[src/rtl/buzzer_pkg.sv]
// Shared constants for the buzzer arbiter: FSM encodings, default tone table,
// and the priority-select helper.
package buzzer_pkg;

    localparam int N_REQ_MAX = 8;
    localparam int HALF_W    = 20;

    localparam logic [1:0] ST_IDLE = 2'd0;
    localparam logic [1:0] ST_PLAY = 2'd1;
    localparam logic [1:0] ST_GAP  = 2'd2;

    // Half-period counts at 50 MHz: C5, D5, E5, G5
    localparam logic [HALF_W-1:0] SRC_RESET = 20'd47_801;
    localparam logic [HALF_W-1:0] SRC_FEED  = 20'd42_589;
    localparam logic [HALF_W-1:0] SRC_PLAY  = 20'd37_936;
    localparam logic [HALF_W-1:0] SRC_ALARM = 20'd31_888;

    localparam logic [4*HALF_W-1:0] HALF_PERIODS_DEFAULT =
        {SRC_ALARM, SRC_PLAY, SRC_FEED, SRC_RESET};

    function automatic logic [2:0] lowest_set(input logic [N_REQ_MAX-1:0] v);
        logic [2:0] idx;
        idx = 3'd0;
        for (int i = N_REQ_MAX - 1; i >= 0; i--) begin
            if (v[i]) begin
                idx = 3'(i);
            end else begin
                idx = idx;
            end
        end
        return idx;
    endfunction

endpackage

[src/rtl/buzzer_arbiter_tone_gen.sv]
// Square-wave generator: toggles its output every `half` clock cycles while
// run is high; clear forces the counter and output low.
module buzzer_tone_gen
    import buzzer_pkg::*;
(
    input  logic              clk,
    input  logic              rst_n,
    input  logic [HALF_W-1:0] half,
    input  logic              run,
    input  logic              clear,
    output logic              wave
);

    logic [HALF_W-1:0] tone_cnt_q, tone_cnt_d;
    logic              wave_q, wave_d;

    // Next-state for the half-period counter and output level
    always_comb begin
        tone_cnt_d = tone_cnt_q;
        wave_d     = wave_q;
        if (clear) begin
            tone_cnt_d = '0;
            wave_d     = 1'b0;
        end else if (run) begin
            if (tone_cnt_q == half - 20'd1) begin
                tone_cnt_d = '0;
                wave_d     = ~wave_q;
            end else begin
                tone_cnt_d = tone_cnt_q + 20'd1;
            end
        end else begin
            tone_cnt_d = tone_cnt_q;
        end
    end

    // Counter and output registers
    always_ff @(posedge clk or negedge rst_n) begin
        if (!rst_n) begin
            tone_cnt_q <= '0;
            wave_q     <= 1'b0;
        end else begin
            tone_cnt_q <= tone_cnt_d;
            wave_q     <= wave_d;
        end
    end

    assign wave = wave_q;

endmodule

[src/rtl/buzzer_arbiter.sv]
// Shares one buzzer among N_REQ sources: latches request edges, serves them
// one at a time by fixed priority with a tone of TONE_MS followed by a GAP_MS gap.
module buzzer_arbiter
    import buzzer_pkg::*;
#(
    parameter int CLK_HZ  = 50_000_000,
    parameter int N_REQ   = 4,
    parameter int TONE_MS = 200,
    parameter int GAP_MS  = 50,
    parameter logic [N_REQ*HALF_W-1:0] HALF_PERIODS = (N_REQ*HALF_W)'(HALF_PERIODS_DEFAULT)
) (
    input  logic             clk,
    input  logic             rst_n,
    input  logic [N_REQ-1:0] req,
    input  logic             enable,
    output logic             buzzer,
    output logic             busy,
    output logic [2:0]       grant_id,
    output logic             done
);

    localparam int MS_DIV = CLK_HZ / 1000;
    localparam int MS_W   = (MS_DIV > 1) ? $clog2(MS_DIV) : 1;

    logic [1:0]        state_q, state_d;
    logic [N_REQ-1:0]  pending_q, pending_d;
    logic [N_REQ-1:0]  req_q;
    logic [HALF_W-1:0] half_q, half_d;
    logic [MS_W-1:0]   ms_cnt_q, ms_cnt_d;
    logic [15:0]       dur_cnt_q, dur_cnt_d;
    logic              busy_q, busy_d;
    logic              done_q, done_d;
    logic [2:0]        grant_q, grant_d;

    logic [N_REQ-1:0]         rise_s, clr_s;
    logic [N_REQ_MAX-1:0]     pend_ext_s;
    logic [2:0]               sel_idx_s;
    logic                     ms_tick_s;
    logic                     tone_run_s, tone_clear_s;
    logic [N_REQ_MAX*HALF_W-1:0] half_ext_s;
    logic [HALF_W-1:0]        half_tab_s [N_REQ_MAX];

    assign rise_s    = req & ~req_q;
    assign ms_tick_s = (ms_cnt_q == MS_W'(MS_DIV - 1));
    assign sel_idx_s = lowest_set(pend_ext_s);

    // Widen pending and the tone table to the full 8-source index space
    always_comb begin
        pend_ext_s = '0;
        pend_ext_s[N_REQ-1:0] = pending_q;
        half_ext_s = '0;
        half_ext_s[N_REQ*HALF_W-1:0] = HALF_PERIODS;
        for (int i = 0; i < N_REQ_MAX; i++) begin
            half_tab_s[i] = half_ext_s[HALF_W*i +: HALF_W];
        end
    end

    // Arbiter FSM, ms timer and pending-request bookkeeping
    always_comb begin
        state_d      = state_q;
        clr_s        = '0;
        half_d       = half_q;
        ms_cnt_d     = ms_cnt_q;
        dur_cnt_d    = dur_cnt_q;
        busy_d       = busy_q;
        done_d       = 1'b0;
        grant_d      = grant_q;
        tone_run_s   = 1'b0;
        tone_clear_s = 1'b1;
        case (state_q)
            ST_IDLE: begin
                if (enable && (|pending_q)) begin
                    clr_s     = N_REQ'(1'b1) << sel_idx_s;
                    grant_d   = sel_idx_s;
                    half_d    = half_tab_s[sel_idx_s];
                    ms_cnt_d  = '0;
                    dur_cnt_d = 16'd0;
                    busy_d    = 1'b1;
                    state_d   = ST_PLAY;
                end else begin
                    busy_d = 1'b0;
                end
            end
            ST_PLAY, ST_GAP: begin
                if (!enable) begin
                    ms_cnt_d  = '0;
                    dur_cnt_d = 16'd0;
                    busy_d    = 1'b0;
                    state_d   = ST_IDLE;
                end else if (ms_tick_s && (state_q == ST_PLAY) && (dur_cnt_q == 16'(TONE_MS - 1))) begin
                    ms_cnt_d  = '0;
                    dur_cnt_d = 16'd0;
                    state_d   = ST_GAP;
                end else if (ms_tick_s && (state_q == ST_GAP) && (dur_cnt_q == 16'(GAP_MS - 1))) begin
                    ms_cnt_d  = '0;
                    dur_cnt_d = 16'd0;
                    done_d    = 1'b1;
                    busy_d    = 1'b0;
                    state_d   = ST_IDLE;
                end else begin
                    if (ms_tick_s) begin
                        ms_cnt_d  = '0;
                        dur_cnt_d = dur_cnt_q + 16'd1;
                    end else begin
                        ms_cnt_d  = ms_cnt_q + MS_W'(1);
                    end
                    tone_run_s   = (state_q == ST_PLAY);
                    tone_clear_s = (state_q != ST_PLAY);
                end
            end
            default: begin
                ms_cnt_d  = '0;
                dur_cnt_d = 16'd0;
                busy_d    = 1'b0;
                state_d   = ST_IDLE;
            end
        endcase
        // A new edge on a just-granted source must survive its own clear
        pending_d = enable ? ((pending_q & ~clr_s) | rise_s) : '0;
    end

    // Arbiter state registers
    always_ff @(posedge clk or negedge rst_n) begin
        if (!rst_n) begin
            state_q   <= ST_IDLE;
            pending_q <= '0;
            req_q     <= '0;
            half_q    <= '0;
            ms_cnt_q  <= '0;
            dur_cnt_q <= 16'd0;
            busy_q    <= 1'b0;
            done_q    <= 1'b0;
            grant_q   <= 3'd0;
        end else begin
            state_q   <= state_d;
            pending_q <= pending_d;
            req_q     <= req;
            half_q    <= half_d;
            ms_cnt_q  <= ms_cnt_d;
            dur_cnt_q <= dur_cnt_d;
            busy_q    <= busy_d;
            done_q    <= done_d;
            grant_q   <= grant_d;
        end
    end

    buzzer_tone_gen u_tone (
        .clk   (clk),
        .rst_n (rst_n),
        .half  (half_q),
        .run   (tone_run_s),
        .clear (tone_clear_s),
        .wave  (buzzer)
    );

    assign busy     = busy_q;
    assign done     = done_q;
    assign grant_id = grant_q;

endmodule

[config.mk]
export PLATFORM = sky130hd
export DESIGN_NAME = buzzer_arbiter
export DESIGN_NICKNAME = d
export VERILOG_FILES = /design/src/rtl/buzzer_pkg.sv /design/src/rtl/buzzer_arbiter_tone_gen.sv /design/src/rtl/buzzer_arbiter.sv
export SDC_FILE = /design/constraint.sdc
export NUM_CORES = 1
export LEC_CHECK = 0
export ABC_CLOCK_PERIOD_IN_PS = 3300
export BUFFER_PORTS_ARGS = -buffer_cell sky130_fd_sc_hd__buf_2
export CORE_ASPECT_RATIO = 2
export CORE_MARGIN = 1.5
export CORE_UTILIZATION = 50
export DETAILED_ROUTE_END_ITERATION = 10
export GPL_TIMING_DRIVEN = 0
export MAX_ROUTING_LAYER = met4
export PLACE_DENSITY = 0.68
export RECOVER_POWER = 50
export SYNTH_ARGS = -nofsm -noshare
export SYNTH_HDL_FRONTEND = slang
export SYNTH_SLANG_ARGS = --single-unit
[constraint.sdc]
create_clock -name clk -period 3.3 [get_ports clk]
set_clock_uncertainty 0.05 [all_clocks]
set_input_delay 0.66 -clock clk [delete_from_list [all_inputs] [get_ports clk]]
set_output_delay 0.66 -clock clk [all_outputs]
set_load 0.005 [all_outputs]
# --- Word-level counts from Yosys, hierarchy flattened ---
# Memories as Yosys holds them, arrays and structs flattened. A register that Yosys moved wholly into a read port is not among the register bits.
# Cells that the tools add are included.
classes:
  add_sub_neg: 4
  multipliers: 0
  n_div: 0
  n_lt_le_gt_ge: 0
  n_eq_ne: 12
  shift: 1
  mux: 46
  bitwise: 7
  reduce_logical: 16
op_table:
  columns: ["op", "count"]
  rows:
  - ["$mux 16", 9]
  - ["$pmux 16 s2", 2]
  - ["$mux 20", 3]
  - ["$add 16x1->16 const B", 2]
  - ["$add 20x1->20 const B", 1]
  - ["$eq 20x20->1", 1]
  - ["$sub 20x1->20 const B", 1]
  - ["$mux 1", 19]
  - ["$eq 16x16->1 const B", 1]
  - ["$eq 16x6->1 const B", 1]
  - ["$eq 16x8->1 const B", 1]
  - ["$mux 2", 6]
  - ["$mux 4", 3]
  - ["$reduce_and 2->1", 5]
  - ["$and 4x4->4", 2]
  - ["$not 4->4", 2]
  - ["$mux 3", 2]
  - ["$ne 3x3->1 const B", 2]
  - ["$logic_and 1x1->1", 5]
  - ["$ne 5x5->1 const B", 1]
  - ["$ne 4x4->1 const B", 1]
  - ["$not 3->4", 1]
  - ["$or 4x4->4", 1]
  - ["$pmux 2 s2", 1]
  - ["other kinds (12)", 13]
totals:
  ff_bits: 68
  latchBits: 0
  ram_bits: 0
  mem_bits_ro: 160
  inputBits: 7
  out_inout_bits: 6
  elab_cells: 97
  n_memories: 1
mem_list:
  columns: ["memory", "depth", "word_bits", "read_ports", "rd_ports_with_merged_regs", "wr", "line", "rtl"]
  rows:
  - ["(no name shown)", 8, 20, 1, 1, 0, "buzzer_arbiter.sv:75", "half_d = half_tab_s[sel_idx_s];"]

# --- Longest topological paths before layout ---
depth:
  depth_word: 11
  ltp_mapped: 11

# --- Modules after synthesis ---
# From an unflattened synthesis, not the netlist that was laid out.
hier_totals:
  cells_unflattened: 519
  hier_area_um2: 4733.3
by_module_without_submodules:
  columns: ["module", "instances", "cells_per_inst", "area_each_um2", "seq_area_each_um2"]
  rows:
  - ["buzzer_arbiter", 1, 311, 2946.6, 1401.3]
  - ["buzzer_tone_gen", 1, 208, 1786.7, 525.5]

# --- Worst setup path after synthesis ---
# No wires, ideal clock.
synth_path:
  kind: "reg-to-reg"
  startpoint: "register half_q[9]"
  endpoint: "register u_tone.tone_cnt_q[10]"
  setup_time_ns: 0.136
  arrival_ns: 2.576
  t_required_ns: 3.114
  path_slack_ns: 0.538
  stages_incl_launch_ff: 12
  n_path_buf: 3
  path_cell_list: "dfrtp_1 -> clkbuf_1 -> inv_1 -> ha_1 -> nand2b_1 -> clkbuf_1 -> nor4_2 -> xor2_1 -> or3_1 -> a2111oi_4 -> buf_6 -> nor3_1"
synth_between:
  elab_chain_len: 5
synth_rtl:
  columns: ["element", "line", "rtl"]
  rows:
  - ["start, declared", "buzzer_arbiter.sv:28", "logic [HALF_W-1:0] half_q, half_d;"]
  - ["$sub 20x1->20", "buzzer_arbiter_tone_gen.sv:25", "if (tone_cnt_q == half - 20'd1) begin"]
  - ["$eq 20x20->1", "buzzer_arbiter_tone_gen.sv:25", null]
  - ["$mux 20", "buzzer_arbiter_tone_gen.sv:25", null]
  - ["$mux 20", "buzzer_arbiter_tone_gen.sv:24", "end else if (run) begin"]
  - ["$mux 20", "buzzer_arbiter_tone_gen.sv:21", "if (clear) begin"]
  - ["end signal, assigned", "buzzer_arbiter_tone_gen.sv:42", "tone_cnt_q <= tone_cnt_d;"]
  - ["end, declared", "buzzer_arbiter_tone_gen.sv:14", "logic [HALF_W-1:0] tone_cnt_q, tone_cnt_d;"]
# Every way passes these cells. The select of a mux whose other input is x is not followed.
# A chain may end at the register's enable or synchronous reset.

# --- Final worst setup path ---
layout_path:
  startpoint: "register half_q[9]"
  endpoint: "register u_tone.tone_cnt_q[19]"
# The elaborated chain is that of the path after synthesis.

==> impl_results.md <==
- Status: finished, final reports clean
- Fmax: around 330 MHz
- Fillers: between 700 and 800
- Setup Viol. Count Final: 0
- PwrDens: 579 mW/mm2
- Post-Syn Instances: around 460
- CP Capture Type: flop
- Synth Cell Area: roughly 0.0044 mm2
- HPWL after DPL: roughly 7.4 mm
- Ys flop type: dfrtp_1
- Post-synthesis register bit count: between 70 and 80
- Hold Vio Cnt, Final: 0
- Largest net degree at the start of global routing: 59
- Routed WL: about 10 mm
- Drt first pass iters: 4
- I/O Buffers: 11
- Setup TNS: 0 ns
- Seq/Total Area, Yosys: ~44%
- Most frequent cells in the layout: dfrtp_1 (77), nand2_1 (46), nor3_1 (33)
- Drt drc: 0
- Maximum capacitance violations: 0
- Post-CTS Setup Inserts: 0
- Critical Path RT: ~3.4 ns
- Slowest CP cell: a2111oi_4
- Async set or reset register ratio after synthesis: 100%
- Vias per std cell: around 6
- Die H: around 130 um
- Commonest non-fill, non-tap cell in the layout: dfrtp_1
- Distinct cells, synth: between 50 and 60
- Initial Util: around half
- CTS Sinks: 77
- Hold path depth: 1
- RSZ-0062 raised after global routing: no
- Syn-to-layout area delta: 11.6%
- Max transition margin: between 5 and 6%
- CP cell instances: clkbuf_1, inv_1, ha_1, nand2b_2, nor4_4, xor2_1, or3_1, a2111oi_4, buf_6, nor3_1
- Site Rows: 48
- Worst Reg-to-Reg Cells: 10
- Average wire per standard cell: 16.9 um
- Initial antenna violation count: 0
- Vias in the first global route: roughly 3,600
- Leak Pwr: a little over 2 nW
- VDD IR-drop max: about 0.3 mV
- Root buf cell: clkbuf_16
- Mean area per synthesized cell: around 9.4 um2
- Total CTS buffers: 9
- Global-route wire length before repair: about 17 mm
- Worst path top cell family by delay: simple AND/OR/NAND/NOR gates
- CTS tree: built
- DR vias: about 3,500
- Post-synth EDFFs: 0
- Crit path depth: 10
- Later-pin clock latency in the skew report: 0.34 ns
- Antenna viol nets, final: 0
- Gr ovfl total: 0
- CTS HTree Levels: 3
- Slowest Stage Delay on Critical Path: 0.51 ns
- Slew Limit Fails: 0
- Synthesis Warnings: 0
- CP bufs+invs: 3
- Crit path DAT: 3.21 ns
- CP Max Fanout: 10
- Clock transition at path regs: roughly 0.060 ns
- CP Launch Type: flop
- Worst Hold Class: input pin to flop
- Gpl congestion: 0.872
- Critical path type: flop to flop
- GRT Util Overall: 25.8%
- Core Region: 0.00853 mm2
- Layout cells sized above 1: around 8.6%
- DIE AREA: ~0.0093 mm2
- Tmin final: about 3.1 ns
- Post-Syn Nets: slightly below 500
- I/O Pins: 13
- DR iter-0 viols: 206
- Die width: between 60 and 70 um
- Ant diodes: 0
- Nets: 507
- Cts hold-fix bufs: 0
- Worst-Margin Slew: between 1 and 1.5 ns
- Final core utilization: 57.0%
- CTS Buffer Depth: 2
- Final period utilization: slightly above 90%
through the flow:
| stage | area (um2) | setup WS, ns | cells | hold slack, ns | total power, mW |
|---|---|---|---|---|---|
| 2_1_floorplan | 4350 | 0.538 | 464 | 0.314 | 1.58 |
| 3_3_place_gp | 4530 | 0.165 | 575 | 0.411 | 1.77 |
| 3_5_place_dp | 4560 | 0.0936 | 576 | 0.415 | 1.80 |
| 4_1_cts | 4880 | 0.0898 | 592 | 0.152 | 2.85 |
| 5_1_grt | 4860 | 0.0208 | 591 | 0.384 | 2.99 |
| 6_report | 4860 | 0.234 | 591 | 0.387 | 2.82 |
state kept, by name, indices dropped and copies added, names as in the netlist, 2 cells and up:
signal and flops:
pending_q 4, half_q 10, grant_id 2, dur_cnt_q 16, ms_cnt_q 16, state_q 2, req_q 4, u_tone.tone_cnt_q 20
layout make-up:
| class | count | area (um2) | area share [%] |
|---|---|---|---|
| well taps | 100 | 125 | 2.57 |
| flip-flops and latches | 77 | 1930 | 39.6 |
| plain buffers | 18 | 87.6 | 1.80 |
| inverters | 16 | 60.1 | 1.24 |
| clock inverters | 6 | 87.6 | 1.80 |
| multi-input cells | 352 | 2290 | 47.1 |
| clock buffers | 10 | 229 | 4.71 |
| repair buffers | 12 | 57.6 | 1.18 |
kinds of logic (layout without fill, tap and decap cells):
kind of cell    count (synthesis)  after routing  synth area share, %
mux                             5              5                 1.18
flops                          77             77                 44.3
other cells                     1              1               0.0861
xor+xnor                       47             47                 9.45
fa+ha+maj                      14             14                 4.02
compound gates                 67             67                 10.2
buf+inv                        35             62                 3.48
simple gates                  218            218                 27.3
Yosys cell counts, drive strengths merged, types with 5 or more instances:
| library cell | count | area share, % |
|---|---|---|
| nor2 | 31 | 2.8 |
| ha | 14 | 4.0 |
| dfrtp | 77 | 44 |
| nand3 | 17 | 2.0 |
| nand2 | 46 | 4.0 |
| and4 | 5 | 1.0 |
| nor4bb | 5 | 1.1 |
| nor4 | 10 | 1.6 |
| nand2b | 7 | 1.0 |
| and3 | 15 | 2.2 |
| xnor2 | 24 | 4.8 |
| o21ai | 30 | 3.4 |
| nand4 | 14 | 2.0 |
| clkbuf | 14 | 1.2 |
| nor4b | 6 | 1.2 |
| buf | 5 | 0.89 |
| or3 | 7 | 1.0 |
| and2 | 5 | 0.72 |
| xor2 | 23 | 4.6 |
| inv | 16 | 1.4 |
| nor3 | 33 | 3.8 |
| or4 | 5 | 1.0 |
| a21oi | 8 | 0.92 |
timing repair:
item | CTS | global route
setup endpoints to repair | 0 | 21
gates resized for setup | 0 | 2
hold endpoints to repair | 0 | 0
where the power goes:
group,internal [mW],leakage [nW],switching (mW),total [mW]
Combinational,0.227,0.844,0.429,0.656
Clock,0.660,0.145,0.379,1.04
Sequential,1.03,1.03,0.0895,1.12
worst paths after layout:
path,start,end,slack (ns)
setup / recovery,half_q[9],u_tone.tone_cnt_q[19],0.23
hold / removal,req[3],req_q[3],0.39
setup reg to reg,half_q[9],u_tone.tone_cnt_q[19],0.23
hold reg to reg,grant_id[1],grant_id[1],0.42
max in group asynchronous,rst_n,dur_cnt_q[14],0.79
min in group asynchronous,rst_n,half_q[10],0.45
routing by layer:
layer / up-vias / global-route usage, % / share of wire [%]
met1: 1726 / 27.2 / 36
met2: 74 / 43.5 / 57
li1: 1710 / - / -
met3: 32 / 4.67 / 2.4
met4: 0 / 14.3 / 4.6
met5: - / - / 0
Power figures use the tool's default switching activity.
